[src/rtl/rbm_pkg.sv]
`default_nettype none
// ============================================================================
//  Module      : rbm_pkg
//  Description : Shared types and the Bernoulli draw rule for the RBM sampler
//                datapath (hidden- and visible-layer samplers).
//  Revision    : 1.0 - initial release
// ============================================================================
package rbm_pkg;

    typedef enum logic [0:0] {
        COLLECT = 1'b0,
        DONE    = 1'b1
    } sampler_state_t;

    // Probabilities are unsigned fractions: value / 2^BITLENGTH.
    localparam int DEFAULT_BITLENGTH = 8;
    localparam int CMP_W             = 32;

    // Operands are zero-extended to CMP_W; half is 2^(BITLENGTH-1), i.e. 0.5.
    function automatic logic bernoulli_draw(
        input logic [CMP_W-1:0] rnd,
        input logic [CMP_W-1:0] prob,
        input logic [CMP_W-1:0] half,
        input logic             mean_field
    );
        logic s;
        if (mean_field) begin
            s = (prob >= half);
        end else begin
            s = (rnd < prob);
        end
        return s;
    endfunction

endpackage
`default_nettype wire

[src/rtl/bernoulli_compare.sv]
`default_nettype none
// ============================================================================
//  Module      : bernoulli_compare
//  Description : Combinational single Bernoulli draw from a random word and
//                an activation probability (stochastic or mean-field).
//  Revision    : 1.0 - initial release
// ============================================================================
module bernoulli_compare
    import rbm_pkg::*;
#(
    parameter int BITLENGTH = 8
) (
    input  logic [BITLENGTH-1:0] rand_in,
    input  logic [BITLENGTH-1:0] prob_data,
    input  logic                 mean_field,
    output logic                 sample
);

    localparam logic [CMP_W-1:0] c_HALF = CMP_W'(1) << (BITLENGTH - 1);

    logic [CMP_W-1:0] w_rand_ext;
    logic [CMP_W-1:0] w_prob_ext;

    assign w_rand_ext = CMP_W'(rand_in);
    assign w_prob_ext = CMP_W'(prob_data);
    assign sample     = bernoulli_draw(w_rand_ext, w_prob_ext, c_HALF, mean_field);

endmodule
`default_nettype wire

[src/rtl/bernoulli_sampler.sv]
`default_nettype none
// ============================================================================
//  Module      : bernoulli_sampler
//  Description : Packs NUM_UNITS Bernoulli samples into a state vector and
//                hands it downstream over a valid/ready handshake.
//  Revision    : 1.0 - initial release
// ============================================================================
module bernoulli_sampler
    import rbm_pkg::*;
#(
    parameter int BITLENGTH = 8,
    parameter int NUM_UNITS = 16,
    parameter int CNT_W     = $clog2(NUM_UNITS + 1)
) (
    input  logic                 clk,
    input  logic                 reset,
    input  logic [BITLENGTH-1:0] rand_in,
    input  logic                 prob_valid,
    output logic                 prob_ready,
    input  logic [BITLENGTH-1:0] prob_data,
    input  logic                 prob_last,
    input  logic                 mean_field,
    output logic                 state_valid,
    input  logic                 state_ready,
    output logic [NUM_UNITS-1:0] state_vec,
    output logic [CNT_W-1:0]     ones_count,
    output logic                 short_vec
);

    localparam logic [CNT_W-1:0] c_LAST_IDX = CNT_W'(NUM_UNITS - 1);

    sampler_state_t       r_state;
    sampler_state_t       w_state_next;
    logic [CNT_W-1:0]     r_idx;
    logic [NUM_UNITS-1:0] r_vec;
    logic [CNT_W-1:0]     r_ones;
    logic                 r_short;

    logic                 w_sample;
    logic                 w_accept;
    logic                 w_last_slot;
    logic                 w_close;
    logic                 w_release;
    logic [NUM_UNITS-1:0] w_slot;

    bernoulli_compare #(
        .BITLENGTH (BITLENGTH)
    ) u_compare (
        .rand_in    (rand_in),
        .prob_data  (prob_data),
        .mean_field (mean_field),
        .sample     (w_sample)
    );

    assign prob_ready  = (r_state == COLLECT);
    assign state_valid = (r_state == DONE);
    assign state_vec   = r_vec;
    assign ones_count  = r_ones;
    assign short_vec   = r_short;

    assign w_accept    = prob_valid & prob_ready;
    assign w_last_slot = (r_idx == c_LAST_IDX);
    assign w_close     = w_accept & (w_last_slot | prob_last);
    assign w_release   = state_valid & state_ready;

    // One-hot slot select for the bit addressed by the current index.
    always_comb begin
        w_slot = '0;
        for (int i = 0; i < NUM_UNITS; i++) begin
            if (r_idx == CNT_W'(i)) begin
                w_slot[i] = 1'b1;
            end
        end
    end

    always_comb begin
        w_state_next = r_state;
        case (r_state)
            COLLECT: if (w_close)   w_state_next = DONE;
            DONE:    if (w_release) w_state_next = COLLECT;
            default:                w_state_next = COLLECT;
        endcase
    end

    always_ff @(posedge clk) begin
        if (reset) begin
            r_state <= COLLECT;
        end else begin
            r_state <= w_state_next;
        end
    end

    always_ff @(posedge clk) begin
        if (reset) begin
            r_idx   <= '0;
            r_vec   <= '0;
            r_ones  <= '0;
            r_short <= 1'b0;
        end else if (w_accept) begin
            r_vec  <= (r_vec & ~w_slot) | (w_sample ? w_slot : '0);
            r_ones <= r_ones + CNT_W'(w_sample);
            r_idx  <= r_idx + CNT_W'(1);
            if (w_close) begin
                r_short <= ~w_last_slot;
            end
        end else if (w_release) begin
            // Clear on release so a following short vector leaves upper bits 0.
            r_idx   <= '0;
            r_vec   <= '0;
            r_ones  <= '0;
            r_short <= 1'b0;
        end
    end

endmodule
`default_nettype wire
[config.mk]
export PLATFORM = sky130hd
export DESIGN_NAME = bernoulli_sampler
export DESIGN_NICKNAME = d
export VERILOG_FILES = /design/src/rtl/rbm_pkg.sv /design/src/rtl/bernoulli_compare.sv /design/src/rtl/bernoulli_sampler.sv
export SDC_FILE = /design/constraint.sdc
export NUM_CORES = 1
export LEC_CHECK = 0
export BUFFER_PORTS_ARGS = -buffer_cell sky130_fd_sc_hd__buf_4
export CELL_PAD_IN_SITES_DETAIL_PLACEMENT = 2
export CELL_PAD_IN_SITES_GLOBAL_PLACEMENT = 2
export CORE_MARGIN = 3
export CORE_UTILIZATION = 32
export CTS_BUF_LIST = sky130_fd_sc_hd__clkbuf_4 sky130_fd_sc_hd__clkbuf_8 sky130_fd_sc_hd__clkbuf_16
export DETAILED_ROUTE_END_ITERATION = 10
export GPL_TIMING_DRIVEN = 0
export PLACE_DENSITY_LB_ADDON = 0.05
export SLEW_MARGIN = 40
export SYNTH_ARGS = -nofsm -noshare
export SYNTH_HDL_FRONTEND = slang
export SYNTH_SLANG_ARGS = --single-unit
[constraint.sdc]
create_clock -name clk -period 4.6 [get_ports clk]
set_clock_uncertainty 0.15 [all_clocks]
set_input_delay 0.92 -clock clk [delete_from_list [all_inputs] [get_ports clk]]
set_output_delay 0.92 -clock clk [all_outputs]
set_load 0.02 [all_outputs]
# Word level (Yosys, flattened, before mapping)
# Index checks and enable logic that the tools add are counted.
# totals
elab_cells	66
regBits	28
out_inout_bits	24
in_bits	22
# op_classes
add_sub_neg	2
magnitude_cmp	2
mux	29
reduce_logical	3
n_bitwise	9
eq_ne	16
# op_table
operator	n
two-way mux 16 bit	3
== test 5 x 4 -> 1 bit (second input constant)	8
two-way mux 1 bit	22
== test 5 x 3 -> 1 bit (second input constant)	4
bitwise AND 16 bit	1
inverter 16 bit	1
OR 16 bit	1
two-way mux 5 bit	3
== test 5 x 2 -> 1 bit (second input constant)	2
greater-or-equal comparator 8 bit (second input constant)	1
< comparator 8 bit	1
adder 5 x 1 -> 5 bit	1
adder 5 x 1 -> 5 bit (second input constant)	1
== test 5 x 1 -> 1 bit (second input constant)	1
zero test 5 bit	1
bitwise AND 1 bit	3
inequality test 2 x 1 -> 1 bit (second input constant)	1
inverter 1 bit	2
one-hot mux 1 bit (2 select lines)	1
AND reduction 2 bit	1
nonzero test 2 bit	1
OR 1 bit	1

# Depth between registers and ports, before layout
# depth
depth_word	6
mapped_depth	11
ltp_nobuf	11

# Modules after synthesis
# A second synthesis with hierarchy kept.
# unflattened
hier_cells	169
hier_area_um2	1547.7
# modules_own_cells
mod	instances	area_each_um2	seq_area_each_um2	cells_per_inst
bernoulli_sampler	1	1361.3	560.5	145
bernoulli_compare	1	186.4	0.0	24

# Least setup slack after synthesis
# OpenSTA, ideal clock, no wires.
# synth_timing
path_type	input to register
start	input prob_data[7]
end	register r_ones[4] (netlist: ones_count[4])
path_buffers	0
setup_slack_ns	1.534
path_stages	11
required_ns	4.379
setup_time_ns	0.071
t_arrival_ns	2.846
path_cell_list	inv_1 > ha_1 > and4_1 > a2111oi_4 > o31ai_1 > nand2_1 > ha_1 > ha_1 > nand4_1 > or2_2 > a21oi_1
# synth_via
elab_chain_cells	4
word_cells_on_any_way	5
classes_between	1 x add/sub; 2 x order compare; 2 x mux
# synth_rtl
element	line_no	source
start, declared	bernoulli_sampler.sv:20	input logic [BITLENGTH-1:0] prob_data,
< comparator 8 bit or greater-or-equal comparator 8 bit (tied branches)	rbm_pkg.sv:30, rbm_pkg.sv:28	
two-way mux 1 bit *	rbm_pkg.sv:27	if (mean_field) begin
adder 5 x 1 -> 5 bit *	bernoulli_sampler.sv:101	r_ones <= r_ones + CNT_W'(w_sample);
two-way mux 5 bit *	bernoulli_sampler.sv:99	end else if (w_accept) begin
end signal, assigned	bernoulli_sampler.sv:101	
end, declared	bernoulli_sampler.sv:36	logic [CNT_W-1:0] r_ones;
# Mark *: on every way between the ends. The rest lies on a longest branch, timed or not.
# A chain may end at the register's enable or synchronous reset.

# Final worst setup path
# Same ends and word-level chain as after synthesis.

==> impl_metrics.toml <==
[cells_and_area]
area_growth_pct = 30.5
diodes = 0
drive_gt1_share_pct = 29.1
final_util_pct = 44.0
layout.nets = 274

[cts]
cts_tree = "yes"
ctsHoldBuffers = 0
clock_sinks = 28
worst_skew_pair.late_latency_ns = 0.28
cts_buffers = 3
clockRootBuffer = "clkbuf_8"
ctsResizeCount = 0
cts_setup_buffers = 0
cts_buffer_depth = 2
cts.htree.levels = 1
clk_pin_slew_ns = 0.11

[run_status]
status = "complete, no violations"

[drt]
vias = 1621
wl_per_cell_um = 16.8
avgViaCountPerCell = 5.33
drt_iter0_markers = 72
ant_nets = 0
drc = 0
drt_first_pass_iters = 4
wirelength_mm = 5.11

[grt]
busiest_layer = "met2"
grt_max_degree = 17
grt_pass1_wl_mm = 8.96
use_met3_pct = 2.58
antenna_found_initial = 0
grt_pass1_vias = 1785
grt_util_met2_pct = 35.4
met1_usage_pct = 21.9
grtUsageTotal_pct = 18.6
overflow = 0

[logic_synthesis]
syn_area_um2 = 1610
ys.flop_type = "dfxtp_1"
synth_top_area_share_pct = 34.7
synth_warnings = 0
ys_seq_area_share_pct = 34.7
syn_inst = 188
synth_enable_flop_cells = 0
synth_most_common_cell = "dfxtp_1"
ys_types = 33
syn_avg_cell_area_um2 = 8.59
synthArstFlopShare_pct = 0
yosys-top-cells-area = "dfxtp_1, ha_1, nand2_1"
synthTopCellsByCount = "dfxtp_1, nand2_1, and3_1, a31oi_1, ha_1"
ys_seq_elements = 28
synth_top_area_cell = "dfxtp_1"
syn_nets = 224

[hold_path]
worstHoldStart = "state_vec[4]"
min_path_cells = 2
hp-class = "reg -> reg"
worst_hold_path.endpoint = "state_vec[4]"

[timing]
fmax_mhz = 324
slew_viol_final = 0
period_share_pct = 67.0
worst_pin_slew_ns = 0.726
period_minus_slack_ns = 3.08
final_hold_viol_count = 0
tns_ns = 0
setup_viol = 0
grt_setup_unrepaired = "false"
max_slew_margin_pct = 51.6

[worst_setup_path]
start_kind = "input port"
rr_startpoint = "state_valid"
worstSetupEndpointType = "register"
crit_type = "in -> reg"
crit_arrival_ns = 3.15
rrSetupSlack_ns = 2.44
path_max_fanout = 3
r2r_cells = 5
worstPathRequired_ns = 4.67
r2r_end = "state_vec[15]"

[floorplan]
core-area_um2 = 4790
row_count = 25
die_y_um = 77.0
start_util_pct = 33.7
dieArea_um2 = 5930
io_pins = 46
chipWidth_um = 77.0

[placement]
post-dp-hpwl_mm = 4.07
gp_congestion = 0.731
portBuffers = 45

[run]
max-cap-violations = 0

[pwr]
power.leakage_nw = 0.966
finalPower_mw = 0.546
ir_worst_vdd_mv = 0.110
power_density_nw_per_um2 = 259
[metrics by stage]
step	hold slack, ns	worst slack [ns]	std cells	instance area (um2)
detailed placement	0.324	1.23	300	2040
CTS	0.348	1.51	304	2110
global placement	0.308	1.29	300	2040
floorplan	0.328	1.53	188	1610
global route	0.384	1.35	304	2110
finish	0.341	1.52	304	2110
[worst max-delay path: stages]
cell	delay (ns)
buf_4	0.09
inv_1	0.04
ha_1	0.33
and4_1	0.25
a2111oi_4	0.37
o31ai_1	0.12
nand2_1	0.09
ha_1	0.18
ha_1	0.20
nand4_1	0.13
or2_2	0.30
a21oi_1	0.13
[where the power goes]
group	switching, mW	internal, mW
registers	0.00474	0.248
logic	0.0536	0.0383
clock network	0.0848	0.117
[how the worst max path moves through the flow]
stage | startpoint | to | slack (ns)
4_1_cts | prob_data[7] | ones_count[4] | 1.51
6_report | prob_data[7] | ones_count[4] | 1.52
3_5_place_dp | prob_data[7] | ones_count[4] | 1.23
5_1_grt | prob_data[7] | ones_count[4] | 1.35
2_1_floorplan | prob_data[7] | ones_count[4] | 1.53
3_3_place_gp | rand_in[7] | ones_count[4] | 1.29
[logic make-up (layout without fill, tap and decap cells)]
group	count (synthesis)	count (layout)	synth area share, %
adders and majority gates	14	14	10.9
buffers and inverters	19	68	4.96
DFF	28	28	34.7
muxes	1	1	0.698
and+or+nand+nor	73	73	24.4
AOI/OAI and AO/OA	53	53	24.3
[registers in the layout, indices dropped and copies added (netlist names)]
register and flops:
state_vec 16, ones_count 5, r_idx 5, short_vec 1, state_valid 1
[placed cells by master, fill, tap and decap left out, types with 4 or more instances in the layout]
master / n
a21oi_1: 9
a22oi_1: 4
a31oi_1: 15
and3_1: 16
buf_4: 45
clkbuf_1: 4
dfxtp_1: 28
ha_1: 14
inv_1: 13
nand2_1: 27
nand3_1: 4
nand4_1: 4
nor2_1: 8
o21ai_0: 6
o21ai_2: 10
[cell type report]
| class | count | area (um2) |
|---|---|---|
| multi-input cells | 141 | 973 |
| inverters | 13 | 48.8 |
| clock inverters | 1 | 30.0 |
| plain buffers | 6 | 31.3 |
| flip-flops and latches | 28 | 561 |
| clock buffers | 3 | 41.3 |
| fillers | 538 | 2680 |
| repair buffers | 45 | 338 |
| well taps | 67 | 83.8 |
[layer usage]
metal  share of wire [%]  routed length (um)
met3                 3.4                 175
met4                0.69                  35
met1                  42                2120
met2                  54                2770
met5                   0                   0
Power figures use the tool's default switching activity.
